**src/rtl/pc_seq_pkg.sv**
```systemverilog
// Shared types and defaults for the PC sequencer: FSM states, next-PC
// select codes, reset/exception addresses and the branch offset helper.
package pc_seq_pkg;

  localparam logic [31:0] RESET_PC   = 32'h0000_3000;
  localparam logic [31:0] EXC_VECTOR = 32'h0000_4180;

  typedef enum logic [1:0] {
    S_FETCH = 2'd0,
    S_EXEC  = 2'd1,
    S_HALT  = 2'd2
  } state_t;

  typedef enum logic [2:0] {
    NPC_EXC  = 3'd0,
    NPC_ERET = 3'd1,
    NPC_JR   = 3'd2,
    NPC_J    = 3'd3,
    NPC_BR   = 3'd4,
    NPC_SEQ  = 3'd5
  } npc_sel_t;

  // Word offset to byte offset, sign-extended to 32 bits.
  function automatic logic [31:0] branch_offset(input logic [15:0] imm);
    return {{14{imm[15]}}, imm, 2'b00};
  endfunction

endpackage

```
**src/rtl/pc_sequencer_npc_select.sv**
```systemverilog
// Combinational next-PC selection by fixed priority:
// exception, eret, jr, j/jal, branch, sequential.
module npc_select
  import pc_seq_pkg::*;
(
  input  logic [31:0] i_pc,
  input  logic [31:0] i_epc,
  input  logic [31:0] i_exc_vector,
  input  logic        i_exc_req,
  input  logic        i_eret,
  input  logic        i_jr,
  input  logic [31:0] i_jr_target,
  input  logic        i_jmp,
  input  logic [25:0] i_jmp_target,
  input  logic        i_br_taken,
  input  logic [15:0] i_br_imm,
  output logic [31:0] o_next_pc,
  output logic [31:0] o_pc_plus4,
  output npc_sel_t    o_sel,
  output logic        o_exc
);

  logic [31:0] w_pc_plus4;

  assign w_pc_plus4 = i_pc + 32'd4;
  assign o_pc_plus4 = w_pc_plus4;

  // Priority chain; a misaligned jr target is folded into exception entry.
  always_comb begin
    o_next_pc = w_pc_plus4;
    o_sel     = NPC_SEQ;
    o_exc     = 1'b0;
    if (i_exc_req) begin
      o_next_pc = i_exc_vector;
      o_sel     = NPC_EXC;
      o_exc     = 1'b1;
    end else if (i_eret) begin
      o_next_pc = i_epc;
      o_sel     = NPC_ERET;
    end else if (i_jr) begin
      if (i_jr_target[1:0] != 2'b00) begin
        o_next_pc = i_exc_vector;
        o_sel     = NPC_EXC;
        o_exc     = 1'b1;
      end else begin
        o_next_pc = i_jr_target;
        o_sel     = NPC_JR;
      end
    end else if (i_jmp) begin
      o_next_pc = {w_pc_plus4[31:28], i_jmp_target, 2'b00};
      o_sel     = NPC_J;
    end else if (i_br_taken) begin
      o_next_pc = w_pc_plus4 + branch_offset(i_br_imm);
      o_sel     = NPC_BR;
    end else begin
      o_next_pc = w_pc_plus4;
      o_sel     = NPC_SEQ;
    end
  end

endmodule

```
**src/rtl/pc_sequencer.sv**
```systemverilog
// Multi-cycle PC controller: fetch handshake, instruction hold until
// ex_done, next-PC update, EPC, halt state and retired-instruction counter.
module pc_sequencer
  import pc_seq_pkg::*;
#(
  parameter logic [31:0] RESET_PC   = pc_seq_pkg::RESET_PC,
  parameter logic [31:0] EXC_VECTOR = pc_seq_pkg::EXC_VECTOR
) (
  input  logic        clk,
  input  logic        reset,
  output logic        o_imem_req,
  output logic [31:0] o_imem_addr,
  input  logic        i_imem_ack,
  input  logic [31:0] i_imem_rdata,
  output logic [31:0] o_ir,
  output logic        o_instr_valid,
  output logic [31:0] o_pc,
  output logic [31:0] o_pc_plus4,
  input  logic        i_ex_done,
  input  logic        i_br_taken,
  input  logic [15:0] i_br_imm,
  input  logic        i_jmp,
  input  logic [25:0] i_jmp_target,
  input  logic        i_jr,
  input  logic [31:0] i_jr_target,
  input  logic        i_exc_req,
  input  logic        i_eret,
  input  logic        i_halt_req,
  output logic [31:0] o_epc,
  output logic        o_exc_taken,
  output logic        o_halted,
  output logic [31:0] o_retired
);

  state_t      r_state;
  state_t      w_state_nxt;
  logic [31:0] r_pc;
  logic [31:0] r_ir;
  logic [31:0] r_epc;
  logic [31:0] r_retired;
  logic        r_exc_taken;

  logic        w_imem_req;
  logic        w_instr_valid;
  logic        w_halted;
  logic        w_fetch_done;
  logic        w_retire;
  logic [31:0] w_next_pc;
  logic [31:0] w_pc_plus4;
  npc_sel_t    w_sel;
  logic        w_exc;

  npc_select u_npc_select (
    .i_pc         (r_pc),
    .i_epc        (r_epc),
    .i_exc_vector (EXC_VECTOR),
    .i_exc_req    (i_exc_req),
    .i_eret       (i_eret),
    .i_jr         (i_jr),
    .i_jr_target  (i_jr_target),
    .i_jmp        (i_jmp),
    .i_jmp_target (i_jmp_target),
    .i_br_taken   (i_br_taken),
    .i_br_imm     (i_br_imm),
    .o_next_pc    (w_next_pc),
    .o_pc_plus4   (w_pc_plus4),
    .o_sel        (w_sel),
    .o_exc        (w_exc)
  );

  assign w_fetch_done = (r_state == S_FETCH) && i_imem_ack;
  assign w_retire     = (r_state == S_EXEC) && i_ex_done;

  // FSM state register.
  always_ff @(posedge clk or posedge reset) begin
    if (reset) begin
      r_state <= S_FETCH;
    end else begin
      r_state <= w_state_nxt;
    end
  end

  // Next-state and state-decoded handshake outputs.
  always_comb begin
    w_state_nxt   = r_state;
    w_imem_req    = 1'b0;
    w_instr_valid = 1'b0;
    w_halted      = 1'b0;
    case (r_state)
      S_FETCH: begin
        w_imem_req = 1'b1;
        if (i_imem_ack) begin
          w_state_nxt = S_EXEC;
        end else begin
          w_state_nxt = S_FETCH;
        end
      end
      S_EXEC: begin
        w_instr_valid = 1'b1;
        if (!i_ex_done) begin
          w_state_nxt = S_EXEC;
        end else if (i_halt_req && !w_exc) begin
          w_state_nxt = S_HALT;
        end else begin
          w_state_nxt = S_FETCH;
        end
      end
      S_HALT: begin
        w_halted    = 1'b1;
        w_state_nxt = S_HALT;
      end
      default: begin
        w_state_nxt = S_FETCH;
      end
    endcase
  end

  // Architectural registers: IR on fetch, PC/EPC/retired on completion.
  always_ff @(posedge clk or posedge reset) begin
    if (reset) begin
      r_pc        <= RESET_PC;
      r_ir        <= 32'h0000_0000;
      r_epc       <= 32'h0000_0000;
      r_retired   <= 32'h0000_0000;
      r_exc_taken <= 1'b0;
    end else begin
      r_exc_taken <= 1'b0;
      if (w_fetch_done) begin
        r_ir <= i_imem_rdata;
      end
      if (w_retire) begin
        r_pc      <= w_next_pc;
        r_retired <= r_retired + 32'd1;
        if (w_sel == NPC_EXC) begin
          r_epc <= r_pc;
        end
        r_exc_taken <= w_exc;
      end
    end
  end

  assign o_imem_req    = w_imem_req;
  assign o_imem_addr   = r_pc;
  assign o_ir          = r_ir;
  assign o_instr_valid = w_instr_valid;
  assign o_pc          = r_pc;
  assign o_pc_plus4    = w_pc_plus4;
  assign o_epc         = r_epc;
  assign o_exc_taken   = r_exc_taken;
  assign o_halted      = w_halted;
  assign o_retired     = r_retired;

endmodule

```
**config.mk**
```make
export PLATFORM = sky130hd
export DESIGN_NAME = pc_sequencer
export DESIGN_NICKNAME = d
export VERILOG_FILES = /design/src/rtl/pc_seq_pkg.sv /design/src/rtl/pc_sequencer_npc_select.sv /design/src/rtl/pc_sequencer.sv
export SDC_FILE = /design/constraint.sdc
export NUM_CORES = 1
export LEC_CHECK = 0
export ABC_AREA = 1
export BUFFER_PORTS_ARGS = -buffer_cell sky130_fd_sc_hd__buf_2
export CAP_MARGIN = 20
export CELL_PAD_IN_SITES_DETAIL_PLACEMENT = 1
export CELL_PAD_IN_SITES_GLOBAL_PLACEMENT = 2
export CORE_ASPECT_RATIO = 1.75
export CORE_UTILIZATION = 28
export DETAILED_ROUTE_END_ITERATION = 7
export PLACE_DENSITY_LB_ADDON = 0.1
export SLEW_MARGIN = 15
export SYNTH_ARGS = -nofsm -noshare
export SYNTH_HDL_FRONTEND = slang
export SYNTH_SLANG_ARGS = --single-unit
```
**constraint.sdc**
```tcl
create_clock -name clk -period 3.83 [get_ports clk]
set_input_delay 0 -clock clk [delete_from_list [all_inputs] [get_ports clk]]
set_output_delay 0 -clock clk [all_outputs]
set_load 0.03 [all_outputs]
```
## Word-level counts from Yosys, hierarchy flattened

Index checks and enable logic that the tools add are counted.
Widths: inputs -> output; s select.

| cells by class | value |
|---|---|
| add/sub/neg operators | 3 |
| equal/unequal tests | 2 |
| mux-type cells | 24 |
| reductions and logical operators | 8 |

Operators by type and width:

| kind | number |
|---|---|
| $mux 32 | 6 |
| $add 32x1->32 const B | 1 |
| $add 32x3->32 const B | 1 |
| $add 32x32->32 | 1 |
| $mux 3 | 4 |
| $mux 1 | 10 |
| $mux 2 | 3 |
| $pmux 2 s3 | 1 |
| $logic_and 1x1->1 | 3 |
| $logic_not 3->1 | 1 |
| $eq 2x1->1 const B | 1 |
| $eq 2x2->1 const B | 1 |
| $logic_not 2->1 | 1 |
| $reduce_and 2->1 | 1 |
| $reduce_bool 2->1 | 1 |
| $logic_not 1->1 | 1 |

| word-level totals | value |
|---|---|
| register bits after elaboration | 131 |
| output and inout bits | 196 |

## Longest topological paths before layout

| logic depth | value |
|---|---|
| word-level depth | 10 |
| gate-level depth with buffers | 24 |
| depth with buffers taken out | 24 |

## Modules after synthesis

A second synthesis with hierarchy kept.

| second synthesis, totals | value |
|---|---|
| cells, all modules | 1682 |
| area, all modules | 10722.8 um^2 |

By module, submodules not included:

| module | times used | cells an instance | area each (um^2) | seq. area each (um^2) |
|---|---|---|---|---|
| pc_sequencer | 1 | 615 | 5775.5 | 3280.6 |
| npc_select | 1 | 1067 | 4947.2 | 0.0 |

## Least setup slack after synthesis

No wires, ideal clock.

| timing path | value |
|---|---|
| kind | register to register |
| from | reg r_pc[2] (netlist: o_imem_addr[2]) |
| to | reg r_pc[28] (netlist: o_imem_addr[28]) |
| setup time | 0.117 ns |
| arrival time | 3.302 ns |
| data required time | 3.713 ns |
| setup slack | 0.411 ns |
| cell stages (with the launch flop) | 22 |
| buffers on the path | 0 |
| clock period less this slack | 3.419 ns |
| cell sequence | dfrtp_1 > ha_1 > nand3_4 > nor2_4 > nand3_2 > nor2_2 > xor2_1 > ha_1 > nand2_1 > inv_1 > nand2_1 > nand3_1 > a21oi_1 > nor2_1 > nor2_1 > nand2_1 > nand2_1 > nand3_1 > nand2_1 > nand2_1 > nand2_1 > nand2_1 |

| between the ends | value |
|---|---|
| longest elaborated chain between the ends | 7 |

Ends and longest elaborated chain:

| element | RTL line | source |
|---|---|---|
| from (decl) | pc_sequencer.sv:37 | `logic [31:0] r_pc;` |
| from (signal assigned) | pc_sequencer.sv:132 | `r_pc <= w_next_pc;` |
| $add 32x3->32 | pc_sequencer_npc_select.sv:25 | `assign w_pc_plus4 = i_pc + 32'd4;` |
| via o_pc_plus4[18] | pc_sequencer.sv:18 | `output logic [31:0] o_pc_plus4,` |
| $add 32x32->32 | pc_sequencer_npc_select.sv:53 | `o_next_pc = w_pc_plus4 + branch_offset(i_br_imm);` |
| $mux 32 | pc_sequencer_npc_select.sv:52 | `end else if (i_br_taken) begin` |
| $mux 32 | pc_sequencer_npc_select.sv:49 | `end else if (i_jmp) begin` |
| $mux 32 | pc_sequencer_npc_select.sv:40 | `end else if (i_jr) begin` |
| $mux 32 | pc_sequencer_npc_select.sv:37 | `end else if (i_eret) begin` |
| $mux 32 | pc_sequencer_npc_select.sv:33 | `if (i_exc_req) begin` |

The timed path passes the listed nets, and every way through them passes these cells.
A chain may end at the register's enable or synchronous reset.

## Final worst setup path

| timing path | value |
|---|---|
| from | reg r_pc[3] (netlist: o_imem_addr[3]) |
| to | reg r_pc[29] (netlist: o_imem_addr[29]) |

| between the ends | value |
|---|---|
| longest elaborated chain between the ends | 7 |

Ends and longest elaborated chain:

| element | RTL line |
|---|---|
| $add 32x3->32 (*) | pc_sequencer_npc_select.sv:25 |
| $add 32x32->32 | pc_sequencer_npc_select.sv:53 |
| $mux 32 | pc_sequencer_npc_select.sv:52 |
| $mux 32 (*) | pc_sequencer_npc_select.sv:49 |
| $mux 32 (*) | pc_sequencer_npc_select.sv:40 |
| $mux 32 (*) | pc_sequencer_npc_select.sv:37 |
| $mux 32 (*) | pc_sequencer_npc_select.sv:33 |

Every way passes the cells marked *; elsewhere a longest branch is shown, timed or not.

==> impl_metrics.json <==
{
  "yosysWarningCount": 0,
  "timing.critical_path.required_ns": 4.16,
  "synth.top_cell.area_share": 0.323,
  "setup_ws_ns": 0.263,
  "floorplan.die.width_microns": 145,
  "worst-slew-pin-transition_ns": 0.953,
  "min_to": "o_imem_addr[26]",
  "routed_wire_length_per_instance_microns": 19.4,
  "start_util": 0.284,
  "diodes": 0,
  "vias": 10800,
  "peakVddDrop_v": 0.000419,
  "hold_violations": 0,
  "slew_viol_final": 0,
  "coreArea_sq_mm": 0.0352,
  "final.period_utilization": 0.931,
  "finish.instance_area_sq_mm": 0.0133,
  "setup_violators_final": 0,
  "placed_cells": 2222,
  "row_count": 91,
  "synth.cell_area_sq_mm": 0.00999,
  "place_worst_setup_slack_ns": -0.0655,
  "worst_skew_pair.late_latency_ns": 0.43,
  "finalCriticalPeriod_ns": 3.57,
  "cts_root_buf": "clkbuf_16",
  "place_hpwl_mm": 36.9,
  "min_path_type": "input pin to flop",
  "area.sequential_sq_mm": 0.00328,
  "dpl-instance-area_sq_mm": 0.0120,
  "port-buffer-count": 311,
  "leakagePower_nw": 7.32,
  "layout.cells.non_filler": 2318,
  "max_clock_freq_mhz": 280,
  "cp_launch_type": "flop",
  "die_area_sq_mm": 0.0365,
  "global_route_wire_length_before_repair_mm": 66.8,
  "syn_to_final_growth_pct": 33.3,
  "cts_buffers": 17,
  "cts_tree": "yes",
  "ios": 312,
  "maximum_buffer_depth_of_the_clock_tree": 2,
  "avgViaCountPerCell": 4.64,
  "timing.rr.start": "o_imem_addr[3]",
  "initial_antenna_violation_count": 0,
  "first_iter_violations": 304,
  "largest_cells_by_area_after_synthesis": "dfrtp_1, nand2_1, inv_1",
  "cell_variety_after_synth": 50,
  "rsz0062_at_grt": "yes",
  "cp.arrival_ns": 3.89,
  "hold-worst-slack_ns": 0.00430,
  "final_layout_size_suffix_gt1_frac": 0.256,
  "synth_cells": 1469,
  "nets": 1994,
  "overflow": 0,
  "synth-seq-cells": 131,
  "timing.rr.end": "o_imem_addr[29]",
  "detail_route.first_pass.iterations": 4,
  "drt_wl_total_mm": 44.9,
  "synth.largest_area_cell": "dfrtp_1",
  "crit_fanout": 6,
  "synth_fp_nets": 1623,
  "grt_use_total": 0.253,
  "register_area_share_after_synthesis": 0.328,
  "num_clock_sinks": 131,
  "syn-mean-instance-area_sq_um": 6.80,
  "pwr_density_cell_mw_per_mm2": 750,
  "finClkSkew_ns": 0.00980,
  "holdPathStages": 7,
  "fp.dieH_microns": 252,
  "max_capacitance_violation_count": 0,
  "detail-route-antenna-nets": 0,
  "timing.max_slew.rel_slack": 0.364,
  "num-fill-cells": 4493,
  "clkTransAtPathRegs_ns": 0.07,
  "worst-r2r-cell-count": 21,
  "grt_max_degree": 68,
  "power_mw": 9.99,
  "hold_path_startpoint": "i_jr_target[26]",
  "cts-htree-levels": 4,
  "drcViolationCount": 0,
  "setup.worst_path.class": "flop to flop",
  "routabilityCongestion": 0.882,
  "multi_input_comb_area_sq_mm": 0.00549,
  "status": "completed",
  "r2r_setup_slack_ns": 0.26,
  "worst_setup_ep_type": "flop",
  "grt_pass1_vias": 11500
}
## what timing repair did
item	in CTS	in global routing
setup endpoints to repair	6	8
pin swaps	1	2
hold buffers	62	0
buffers inserted	0	2
hold endpoints to repair	125	0
gates resized for setup	3	11
## layout by cell type (no fill, tap or decap), drive strengths merged, types with 5 or more instances in the layout
master and n:
xnor2 12, nand2 491, buf 359, nand4 14, nor2 159, clkbuf 18, nor4 5, dfrtp 129
mux2 32, xor2 44, a21oi 51, o21bai 5, nor3 17, dlygate4sd3 62, ha 37, o21ai 65
o22ai 5, inv 224, nand3 85
## worst max path at each step
stage	from	end
floorplan	reset	o_epc[0]
global placement	o_imem_addr[3]	o_imem_addr[22]
detailed placement	o_imem_addr[3]	o_imem_addr[19]
CTS	o_imem_addr[3]	o_imem_addr[22]
global route	o_imem_addr[13]	o_imem_addr[30]
finish	o_imem_addr[3]	o_imem_addr[29]
## power breakdown
group	switching, mW	internal, mW
Clock	0.695	0.998
Combinational	4.16	1.77
Sequential	0.481	1.88
## critical path, cell delays in order (launching register included)
cell	delay, ns
dfrtp_2	0.42
ha_4	0.19
nand3_4	0.14
nor2_4	0.14
nand2_1	0.16
nor2_4	0.25
nand2_1	0.08
nand2_1	0.07
and2_1	0.22
ha_2	0.36
a21oi_1	0.29
o21ai_0	0.27
nand2_1	0.11
nand2_1	0.05
nor2_1	0.15
nand2_1	0.07
nand2_1	0.06
nand3_1	0.11
nand2_1	0.12
nand2_1	0.07
nand2_1	0.06
nand2_1	0.05
## sequential cells by signal, summed over array words and instances, names as in the netlist
register and cells:
o_ir 32, r_state 2, o_retired 32, o_imem_addr 32, o_epc 32, o_exc_taken 1
## Yosys cell counts (all sizes together)
cell type,instances
and2,4
ha,37
and3,1
nor3b,1
dfrtp,129
o211ai,4
o21ai,65
o21bai,5
nand3,85
xnor2,12
a21oi,51
mux2,32
dlygate4sd1,1
o221ai,1
nand3b,3
clkinv,1
o22ai,5
xor2,44
a21boi,3
a31oi,3
nand2,491
a21o,1
dfstp,2
buf,42
nor3,17
fa,1
nor2,159
nand4,14
nor2b,1
clkbuf,26
nor4,5
a221oi,3
a31o,1
inv,216
or2,3
## per-stage QoR
step	utilization	setup TNS (ns)
4_1_cts	0.377	0
5_1_grt	0.379	-0.0127
6_report	0.379	0
3_5_place_dp	0.342	-0.142
3_3_place_gp	0.342	-0.0308
2_1_floorplan	-	0
## logic make-up after synthesis
kind of cell / count (synthesis) / synth area share
compound gates: 142 / 0.0773
xor+xnor: 56 / 0.0498
fa+ha+maj: 38 / 0.0483
buf+inv: 286 / 0.127
flops: 131 / 0.328
mux: 32 / 0.0361
simple gates: 784 / 0.333
## metal layers
layer  vias to the layer above  part of all wire  track usage
met4                         0             0.056        0.140
met2                       267              0.55        0.481
met5                         -                 0            0
met3                        97             0.042       0.0459
li1                       5283                 -            -
met1                      5116              0.36        0.251
## cell type report
type / count / share of cell area
multi-input cells: 1052 / 0.412
flip-flops and latches: 131 / 0.247
repair buffers: 421 / 0.190
inverters: 217 / 0.0617
well taps: 465 / 0.0437
clock buffers: 18 / 0.0330
clock inverters: 14 / 0.0125
No activity file was read; power rests on OpenSTA's default activity.
